### config.mk
export PLATFORM = sky130hd
export DESIGN_NAME = mem_responder
export DESIGN_NICKNAME = d
export VERILOG_FILES = /design/src/rtl/mem_pkg.sv /design/src/rtl/sat_counter.sv /design/src/rtl/mem_responder.sv
export SDC_FILE = /design/constraint.sdc
export NUM_CORES = 1
export LEC_CHECK = 0
export BUFFER_PORTS_ARGS = -buffer_cell sky130_fd_sc_hd__buf_2
export CAP_MARGIN = 20
export CORE_ASPECT_RATIO = 1.75
export CORE_MARGIN = 2
export CORE_UTILIZATION = 55
export CTS_CLUSTER_DIAMETER = 60
export DETAILED_ROUTE_END_ITERATION = 10
export PLACE_DENSITY = 0.73
export SETUP_SLACK_MARGIN = 0.02
export SYNTH_ARGS = -nofsm -noshare
export SYNTH_HDL_FRONTEND = slang
export SYNTH_SLANG_ARGS = --single-unit
### constraint.sdc
create_clock -name clk -period 4.45 [get_ports clk]
set_clock_uncertainty 0.15 [all_clocks]
set_input_delay 0.2225 -clock clk [delete_from_list [all_inputs] [get_ports clk]]
set_output_delay 0.2225 -clock clk [all_outputs]
set_load 0.005 [all_outputs]
### src/rtl/mem_pkg.sv
// Shared widths, responder state encoding and parity helper for the memory responder.
package mem_pkg;

    localparam int unsigned MEM_ADDR_W = 5;
    localparam int unsigned MEM_DATA_W = 8;
    localparam int unsigned MEM_CNT_W  = 16;

    // Bit 0 marks a read response and bit 1 a protocol error, so status outputs are plain flop bits
    typedef enum logic [1:0] {
        IDLE = 2'b00,
        RESP = 2'b01,
        ERR  = 2'b10
    } resp_state_e;

    // Even-parity bit: makes the total count of ones (data plus bit) even
    function automatic logic parity(input logic [MEM_DATA_W-1:0] d);
        return ^d;
    endfunction

endpackage

### src/rtl/sat_counter.sv
// Event counter that saturates at all-ones instead of wrapping.
module sat_counter #(
    parameter int unsigned CNT_W = 16
) (
    input  logic             clk,
    input  logic             rst_n,
    input  logic             inc,
    output logic [CNT_W-1:0] count
);

    always_ff @(posedge clk or negedge rst_n) begin
        if (!rst_n) begin
            count <= '0;
        end else if (inc && (count != '1)) begin
            count <= count + CNT_W'(1);
        end
    end

endmodule

### src/rtl/mem_responder.sv
// Memory-bus responder: register-file memory with registered read response,
// protocol-error detection and saturating counters. Optional MEM_PARITY_EN adds per-word parity.
module mem_responder
    import mem_pkg::*;
#(
    parameter int unsigned ADDR_W = MEM_ADDR_W,
    parameter int unsigned DATA_W = MEM_DATA_W,
    parameter int unsigned CNT_W  = MEM_CNT_W
) (
    input  logic              clk,
    input  logic              rst_n,
    input  logic              read,
    input  logic              write,
    input  logic [ADDR_W-1:0] addr,
    input  logic [DATA_W-1:0] data_in,
    output logic [DATA_W-1:0] data_out,
    output logic              rvalid,
    output logic              proto_err,
    output logic [CNT_W-1:0]  rd_cnt,
    output logic [CNT_W-1:0]  wr_cnt,
    output logic [CNT_W-1:0]  err_cnt
`ifdef MEM_PARITY_EN
    ,
    input  logic              inj_par,
    output logic              par_err
`endif
);

    localparam int unsigned DEPTH = 2 ** ADDR_W;

    logic [DATA_W-1:0] mem [DEPTH];
    resp_state_e       state;
    logic              rd_only;
    logic              wr_only;
    logic              rd_wr;

    assign rd_only = read & ~write;
    assign wr_only = write & ~read;
    assign rd_wr   = read & write;

    // Array, read register and response FSM; conflicting strobes perform no access
    always_ff @(posedge clk or negedge rst_n) begin
        if (!rst_n) begin
            state    <= IDLE;
            data_out <= '0;
            for (int i = 0; i < DEPTH; i++) begin
                mem[i] <= '0;
            end
        end else begin
            state <= IDLE;
            if (rd_only) begin
                data_out <= mem[addr];
                state    <= RESP;
            end else if (wr_only) begin
                mem[addr] <= data_in;
            end else if (rd_wr) begin
                state <= ERR;
            end
        end
    end

    assign rvalid    = state[0];
    assign proto_err = state[1];

`ifdef MEM_PARITY_EN
    logic mem_par [DEPTH];

    // Parity flag is registered alongside data_out so it lines up with rvalid
    always_ff @(posedge clk or negedge rst_n) begin
        if (!rst_n) begin
            par_err <= 1'b0;
            for (int i = 0; i < DEPTH; i++) begin
                mem_par[i] <= 1'b0;
            end
        end else begin
            par_err <= rd_only && (parity(MEM_DATA_W'(mem[addr])) != mem_par[addr]);
            if (wr_only) begin
                mem_par[addr] <= parity(MEM_DATA_W'(data_in)) ^ inj_par;
            end
        end
    end
`endif

    sat_counter #(.CNT_W(CNT_W)) u_rd_cnt (
        .clk   (clk),
        .rst_n (rst_n),
        .inc   (rd_only),
        .count (rd_cnt)
    );

    sat_counter #(.CNT_W(CNT_W)) u_wr_cnt (
        .clk   (clk),
        .rst_n (rst_n),
        .inc   (wr_only),
        .count (wr_cnt)
    );

    sat_counter #(.CNT_W(CNT_W)) u_err_cnt (
        .clk   (clk),
        .rst_n (rst_n),
        .inc   (rd_wr),
        .count (err_cnt)
    );

endmodule

==> results.py, run 1 <==
metrics = {
    "clocking": {
        "cts-buffers-inserted": 28,
        "post-cts-setup-buffer-count": 0,
        "clock_latency_ps": 560,
        "postCtsResizedCells": 0,
        "cts.sinks": 314,
        "cts_tree": "done",
        "cts_buffer_depth": 3,
        "cts-root-buf": "clkbuf_16",
        "path_clk_slew_ps": 70,
        "cts-htree-levels": 1,
    },
    "critical_path": {
        "max_stage_delay_ps": 830,
        "arrival_ps": 2640,
        "cp-end-kind": "register",
        "crit_family": "simple AND/OR/NAND/NOR gates",
        "setup.worst_path.class": "input port to register",
        "worstPathMaxFanout": 46,
        "path_buf_inv": 1,
        "cp-start-kind": "input port",
        "cp_cell_sequence": "buf_4 > nand3_2 > nor2b_1 > mux2_2",
        "required_ps": 4730,
        "cpMaxStageDelayCell": "nor2b_1",
    },
    "synth": {
        "synth.most_common_cell": "dfrtp_1",
        "synth_area_per_cell_um2": 14.12,
        "synth_edf_count": 0,
        "ys_seq_elements": 314,
        "synth_area_leaders": "dfrtp_1 54%, mux2_2 20%, mux4_2 7.1%",
        "synth_cells": 1037,
        "synth_area_um2": 14640,
        "synth_ff_type": "dfrtp_1",
        "synth_top_area_cell": "dfrtp_1",
        "yosysUniqueCellTypes": 71,
        "netlist_top_cells_count": "314 x dfrtp_1, 260 x mux2_2, 46 x mux4_2, 38 x mux2i_1",
        "syn-num-nets": 1057,
        "async_flop_share_pct": 100.0,
        "yosysTopAreaCellShare_pct": 53.67,
        "yosys_warnings": 0,
        "ys_seq_area_share_pct": 53.67,
    },
    "place": {
        "dpl_cell_area_um2": 15260,
        "dp_hpwl_mm": 23.26,
        "portBuffers": 74,
        "gp_congestion": 0.8652,
        "pre_cts_slack_ps": 1505,
    },
    "status": {
        "status": "finished clean",
    },
    "floorplan": {
        "num_rows": 79,
        "ios": 75,
        "die_width_um": 127.3,
        "die_h_um": 219.8,
        "die_area_um2": 27990,
        "core_um2": 26390,
        "initial_core_util_pct": 55.48,
    },
    "detailed_routing": {
        "wl_per_cell_um": 24.14,
        "routed_wl_mm": 34.71,
        "route.detailed.drc": 0,
        "ant_nets": 0,
        "first_pass_iters": 5,
        "drt-vias-per-instance": 6.276,
        "num_vias": 9025,
        "drt_iter0_drc": 504,
    },
    "timing": {
        "clock.fmax_mhz": 423.3,
        "relSlewSlack_pct": 33.62,
        "slew_violations": 0,
        "hold_slack_ps": 50.00,
        "hold_viol": 0,
        "period_needed_ps": 2362,
        "fin_setup_tns_ps": 0,
        "worstMarginPinSlew_ps": 995.7,
        "rsz0062_at_grt": "false",
        "finalCritPeriodShare_pct": 53.08,
        "setup_ws_ps": 2088,
        "setup_violations": 0,
    },
    "finish": {
        "fillCellCount": 1965,
        "fin_nets": 1112,
        "multi_input_area_um2": 6441,
        "post-route-util_pct": 61.92,
        "final_area_um2": 16340,
        "diodes": 0,
        "drive_above_1_share_pct": 43.54,
        "syn_to_final_growth_pct": 11.61,
        "seqCellArea_um2": 7858,
    },
    "power_and_ir_drop": {
        "p_leak_nw": 7.721,
        "p_per_area_nw_per_um2": 450.7,
        "peakVddDrop_v": 0.0003066,
    },
    "global_routing": {
        "grt_max_degree": 130,
        "antenna_found_initial": 2,
        "grt_first_pass_wirelength_mm": 54.40,
        "gr-usage-all-layers_pct": 25.31,
        "first_global_vias": 9373,
        "grt-ovfl-total": 0,
    },
    "min_path": {
        "hold_class": "input port to register",
    },
    "run": {
        "cap_viol_max_count": 0,
    },
}
cells in the final DEF (no fill, tap or decap), drive strengths merged, types with 6 or more instances in the layout:
cell type,instances
nand2,49
a211oi,9
inv,8
xnor2,10
nand4,9
bufinv,6
nand3,21
nor4,14
nor2,24
dfrtp,314
a22oi,6
a21oi,7
and3,7
clkbuf,41
buf,87
mux2i,38
nor3,22
mux4,46
xor2,29
nor3b,8
nand2b,10
o22ai,11
mux2,265
where the power goes:
part	internal [W]	switching, W	leakage (nW)
logic	0.000554	0.000487	3.04
registers	0.00326	0.000282	4.15
clock network	0.00170	0.00108	0.536
kinds of logic (layout without fill, tap and decap cells):
kind of cell / count (synthesis) / in the layout / synth area share (%)
AOI/OAI and AO/OA: 71 / 71 / 3.598
xor gates and xnor gates: 39 / 39 / 2.384
adders and majority gates: 3 / 3 / 0.2564
buffers and inverters: 71 / 148 / 2.376
DFF: 314 / 314 / 53.67
muxes: 349 / 349 / 30.05
and+or+nand+nor: 190 / 190 / 7.666
worst register-to-register path, cell delays in order, from the launching register on:
cell and delay (ps):
dfrtp_1 410, ha_1 210, nand3_2 160, or4_1 670
o21ai_2 260, mux2_2 360
path summary, 6_finish.rpt:
kind                              startpoint           endpoint  slack (ps)  depth (start not counted)
setup / recovery                     addr[0]            mem[68]        2090                          4
hold / removal                          read           state[1]          50                          3
setup reg to reg           u_rd_cnt.count[0]  u_rd_cnt.count[1]        2120                          5
hold reg to reg                     mem[217]           mem[217]         340                          1
max in group asynchronous              rst_n           mem[133]        2890                          3
min in group asynchronous              rst_n  u_wr_cnt.count[4]         210                          2
state kept, by name, indices dropped and copies added, names as in the netlist:
register / cells
u_rd_cnt.count: 16
data_out: 8
state: 2
u_wr_cnt.count: 16
mem: 256
u_err_cnt.count: 16
cell type report:
cell class                 count  area share [%]
sequential                   314           48.08
multi-input combinational    652           39.42
clock buffer                  41           5.329
timing repair buffer          88           3.254
tap                          324           2.481
clock inverter                11           1.256
inverter                       8          0.1838
layer usage:
layer | share of wire [%] | track usage (%) | vias to the layer above | wire length, um
met5 | 0.078 | 0 | - | 27
met4 | 4.8 | 11.61 | 4 | 1666
met3 | 4.1 | 3.205 | 83 | 1428
met2 | 53 | 45.26 | 222 | 18300
met1 | 38 | 30.36 | 4759 | 13290
li1 | - | - | 3957 | -
stage by stage:
step | total power (W) | std cells
finish | 0.007366 | 1438
global route | 0.007668 | 1438
CTS | 0.007423 | 1438
detailed placement | 0.004636 | 1385
global placement | 0.004584 | 1384
floorplan | 0.004215 | 1037
repair_timing:
item,4_1_cts,5_1_grt
hold endpoints to repair,125,0
setup endpoints to repair,0,0
hold buffers,1,0
Note: power is estimated with default switching activity, not from simulation.
==> inputs of run 2 (changes only) <==
- clock period: 4.45 -> 2.2 ns (I/O delays scaled with it)
==> results.py, run 2 (synthesis results as in run 1) <==
metrics = {
    "finish": {
        "post-route-util_pct": 63.68,
        "largest_register": "mem",
        "most-common-layout-cells": "314 x dfrtp_1, 260 x mux2_2, 74 x buf_4",
        "fin_nets": 1189,
        "largest_reg_flops": 256,
        "fillCellCount": 1998,
        "syn_to_final_growth_pct": 14.78,
        "drive_above_1_share_pct": 46.37,
        "mostFrequentLayoutCell": "dfrtp_1",
        "diodes": 0,
        "final_cells": 1508,
    },
    "critical_path": {
        "cpMaxStageDelayCell": "dlygate4sd3_1",
        "cp-end-kind": "register",
        "path_buf_inv": 3,
        "setup.worst_path.class": "input port to register",
        "cp-start-kind": "input port",
        "worstPathMaxFanout": 17,
        "arrival_ps": 2380,
        "crit_family": "buffers and inverters",
        "cp_cell_sequence": "dlygate4sd3_1 > buf_2 > buf_4 > nor3_2 > nand4_2 > mux2_2",
        "required_ps": 2480,
        "max_stage_delay_ps": 550,
    },
    "timing": {
        "rsz0062_at_grt": "false",
        "hold_slack_ps": -35.54,
        "setup_ws_ps": 103.8,
        "relSlewSlack_pct": 50.92,
        "finalCritPeriodShare_pct": 95.28,
        "hold_viol": 52,
        "setup_violations": 0,
        "slew_violations": 0,
        "clock.fmax_mhz": 477.0,
        "period_needed_ps": 2096,
        "worstMarginPinSlew_ps": 736.2,
    },
    "place": {
        "gp_congestion": 0.8733,
        "dp.cells": 1457,
        "pre_cts_slack_ps": -34.72,
        "portBuffers": 74,
        "dp_hpwl_mm": 25.04,
    },
    "detailed_routing": {
        "wl_per_cell_um": 23.65,
        "first_pass_iters": 5,
        "num_vias": 9279,
        "drt_iter0_drc": 520,
        "drt-vias-per-instance": 6.153,
        "routed_wl_mm": 35.66,
        "ant_nets": 0,
        "route.detailed.drc": 0,
    },
    "clocking": {
        "cts_tree": "done",
        "cts_buffer_depth": 3,
        "cts-buffers-inserted": 29,
        "cts.sinks": 314,
        "cts-htree-levels": 1,
        "clock_latency_ps": 540,
        "cts-root-buf": "clkbuf_16",
        "path_clk_slew_ps": 60,
    },
    "global_routing": {
        "first_global_vias": 9743,
        "gr-usage-all-layers_pct": 26.20,
        "grt-ovfl-total": 0,
        "grt_max_degree": 61,
        "grt_first_pass_wirelength_mm": 55.80,
        "antenna_found_initial": 1,
    },
    "floorplan": {
        "initial_core_util_pct": 55.48,
        "die_width_um": 127.3,
        "num_rows": 79,
        "die_area_um2": 27990,
        "die_h_um": 219.8,
        "core_um2": 26390,
        "ios": 75,
    },
    "power_and_ir_drop": {
        "p_per_area_nw_per_um2": 836.2,
        "p_leak_nw": 8.005,
        "peakVddDrop_v": 0.0007126,
    },
    "min_path": {
        "hold_class": "input port to async pin",
    },
    "status": {
        "status": "complete, but fails checks",
        "violations": "negative hold slack",
    },
    "run": {
        "cap_viol_max_count": 0,
    },
}
[run 2: power breakdown]
group / switching (W) / internal (W)
combinational: 0.00105 / 0.00124
clock: 0.00209 / 0.00253
sequential: 0.000538 / 0.00660
[run 2: cell type report]
type | count | area, um^2 | share of cell area [%]
Sequential cell | 314 | 7858 | 46.76
Multi-Input combinational cell | 652 | 6450 | 38.38
Timing Repair Buffer | 164 | 1221 | 7.267
Clock buffer | 39 | 803.3 | 4.780
Tap cell | 324 | 405.4 | 2.412
Clock inverter | 7 | 37.54 | 0.2234
Inverter | 8 | 30.03 | 0.1787
[run 2: repair_timing]
item                                   4_1_cts  5_1_grt
hold buffers                                 5        0
resized for setup                            1        1
buffers inserted                             0        0
setup endpoints to repair                    2        1
endpoints found under the hold margin      316        0
[run 2: final timing paths]
path / start / to / slack, ps / cells after the start
max in group asynchronous: rst_n / mem[121] / 590 / 3
max reg2reg: u_rd_cnt.count[1] / u_rd_cnt.count[12] / 130 / 5
min reg2reg: u_rd_cnt.count[14] / u_rd_cnt.count[14] / 340 / 1
max: addr[4] / mem[227] / 100 / 6
min in group clk: addr[2] / data_out[3] / 40 / 3
min: rst_n / u_wr_cnt.count[0] / -40 / 2
[run 2: routing by layer]
metal	wire length, um	GRT usage [%]	up-vias
li1	-	-	4109
met5	11	0	-
met1	13280	30.16	4813
met3	1491	3.229	91
met2	19000	47.74	264
met4	1875	13.08	2
[run 2: metrics by stage]
step           hold WS (ps)  TNS (ps)  total power [W]  instance area [um^2]
6_report             -35.54         0          0.01405                 16800
5_1_grt               3.894         0          0.01465                 16800
4_1_cts              -34.09         0          0.01417                 16800
3_5_place_dp         -29.89    -34.72         0.009539                 15910
3_3_place_gp         -25.25    -55.89         0.009436                 15910
2_1_floorplan        -335.6         0         0.008527                 14640
==> inputs of run 3 (changes only) <==
- RECOVER_POWER: not set -> 25
==> results.py, run 3 (synthesis results as in run 1) <==
metrics = {
    "power_and_ir_drop": {
        "p_per_area_nw_per_um2": 838.3,
        "p_leak_nw": 7.978,
        "pwr-share-seq_pct": 50.8,
        "pwr-share-clk_pct": 32.9,
        "internal-power_w": 0.01036,
        "switching_share_pct": 26.23,
        "power_frac_comb_pct": 16.2,
        "peakVddDrop_v": 0.0007121,
        "netSwitchingPower_w": 0.003682,
    },
    "clocking": {
        "cts.sinks": 314,
        "clock_latency_ps": 550,
        "cts_buffer_depth": 3,
        "cts_tree": "done",
        "cts-htree-levels": 1,
        "path_clk_slew_ps": 60,
        "cts-buffers-inserted": 29,
        "cts-root-buf": "clkbuf_16",
    },
    "timing": {
        "setup_ws_ps": 127.3,
        "period_needed_ps": 2073,
        "fin_setup_tns_ps": 0,
        "hold_slack_ps": -55.01,
        "hold_viol": 52,
        "worstMarginPinSlew_ps": 1174,
        "rsz0062_at_grt": "false",
        "setup_violations": 0,
        "relSlewSlack_pct": 21.72,
        "finalCritPeriodShare_pct": 94.21,
        "clock.fmax_mhz": 482.5,
        "slew_violations": 0,
    },
    "place": {
        "dpl_cell_area_um2": 15910,
        "dp_hpwl_mm": 25.04,
        "gp_congestion": 0.8733,
        "pre_cts_slack_ps": -34.72,
        "portBuffers": 74,
    },
    "floorplan": {
        "initial_core_util_pct": 55.48,
        "core_um2": 26390,
        "die_width_um": 127.3,
        "ios": 75,
        "die_area_um2": 27990,
        "num_rows": 79,
        "die_h_um": 219.8,
    },
    "critical_path": {
        "setup.worst_path.class": "input port to register",
        "arrival_ps": 2350,
        "required_ps": 2480,
        "rr_endpoint": "u_rd_cnt.count[12]",
        "cp-end-kind": "register",
        "worstPathMaxFanout": 17,
        "regToRegStartpoint": "u_rd_cnt.count[1]",
        "r2r_cells": 5,
        "r2r_slack_ps": 140,
        "cp-start-kind": "input port",
    },
    "detailed_routing": {
        "ant_nets": 0,
        "num_vias": 9308,
        "drt-vias-per-instance": 6.172,
        "routed_wl_mm": 35.67,
        "wl_per_cell_um": 23.65,
        "route.detailed.drc": 0,
        "drt_iter0_drc": 530,
        "first_pass_iters": 6,
    },
    "global_routing": {
        "grt-ovfl-total": 0,
        "antenna_found_initial": 1,
        "grt_first_pass_wirelength_mm": 55.80,
        "gr-usage-all-layers_pct": 26.20,
        "grt_max_degree": 61,
        "first_global_vias": 9743,
    },
    "finish": {
        "most-common-layout-cells": "314 x dfrtp_1, 260 x mux2_2, 73 x buf_2",
        "diodes": 0,
        "syn_to_final_growth_pct": 14.37,
        "fin_nets": 1189,
        "mostFrequentLayoutCell": "dfrtp_1",
        "drive_above_1_share_pct": 46.20,
        "final_area_um2": 16740,
        "largest_reg_flops": 256,
        "largest_register": "mem",
    },
    "min_path": {
        "hold_class": "input port to async pin",
    },
    "run": {
        "cap_viol_max_count": 0,
    },
    "status": {
        "status": "complete, but fails checks",
        "violations": "negative hold slack",
    },
}
[run 3: cell types whose count changed in the layout (fill, tap and decap cells not counted)]
cell / before / now
clkbuf_1: 6 / 8
buf_12: 12 / 8
buf_4: 74 / 72
clkbuf_4: 0 / 3
buf_2: 72 / 73
[run 3: cell type report]
class	count	area [um^2]
inverter	8	30.03
clock inverter	7	37.54
tap	324	405.4
fill	2006	9647
sequential	314	7858
timing repair buffer	164	1161
multi-input combinational	652	6450
clock buffer	39	803.3
[run 3: how the worst max path moves through the flow]
| stage | start | to | slack [ps] | cells after the start |
|---|---|---|---|---|
| after floorplan | u_rd_cnt.count[0] | u_rd_cnt.count[1] | 100 | 6 |
| after global placement | addr[1] | data_out[2] | -60 | 6 |
| after global routing | addr[4] | mem[231] | 30 | 6 |
| after CTS | u_wr_cnt.count[1] | u_wr_cnt.count[14] | 70 | 5 |
| final | addr[4] | mem[227] | 130 | 6 |
| after detailed placement | addr[1] | data_out[2] | -30 | 6 |
[run 3: repair_timing]
item / in CTS / in global routing
hold buffers: 5 / 0
buffers inserted: 0 / 0
hold endpoints to repair: 316 / 0
cloned: 0 / 0
resized for setup: 1 / 1
endpoints found under the setup margin: 2 / 1
[run 3: metal layers]
| metal | vias up | track usage (%) | wire [um] |
|---|---|---|---|
| li1 | 4110 | - | - |
| met3 | 99 | 3.229 | 1659 |
| met1 | 4821 | 30.16 | 13090 |
| met4 | 2 | 13.08 | 1862 |
| met2 | 276 | 47.74 | 19050 |
| met5 | - | 0 | 11 |
[run 3: critical path, cell delays in order]
cell	delay [ps]
dlygate4sd3_1	550
buf_2	250
buf_4	220
nor3_2	440
nand4_2	380
mux2_2	400
[run 3: per-stage QoR]
stage / util [%] / power, W / cells
after floorplan: - / 0.008527 / 1037
after global placement: 60.27 / 0.009436 / 1457
after detailed placement: 60.27 / 0.009539 / 1457
after CTS: 63.66 / 0.01417 / 1508
after global routing: 63.45 / 0.01464 / 1508
final: 63.45 / 0.01404 / 1508
[run 3: power groups by stage]
stage,clock [W],combinational [W],sequential [W]
floorplan,0,0.00140,0.00712
global placement,0,0.00224,0.00720
detailed placement,0,0.00230,0.00724
CTS,0.00471,0.00232,0.00713
global route,0.00491,0.00249,0.00724
finish,0.00462,0.00228,0.00714
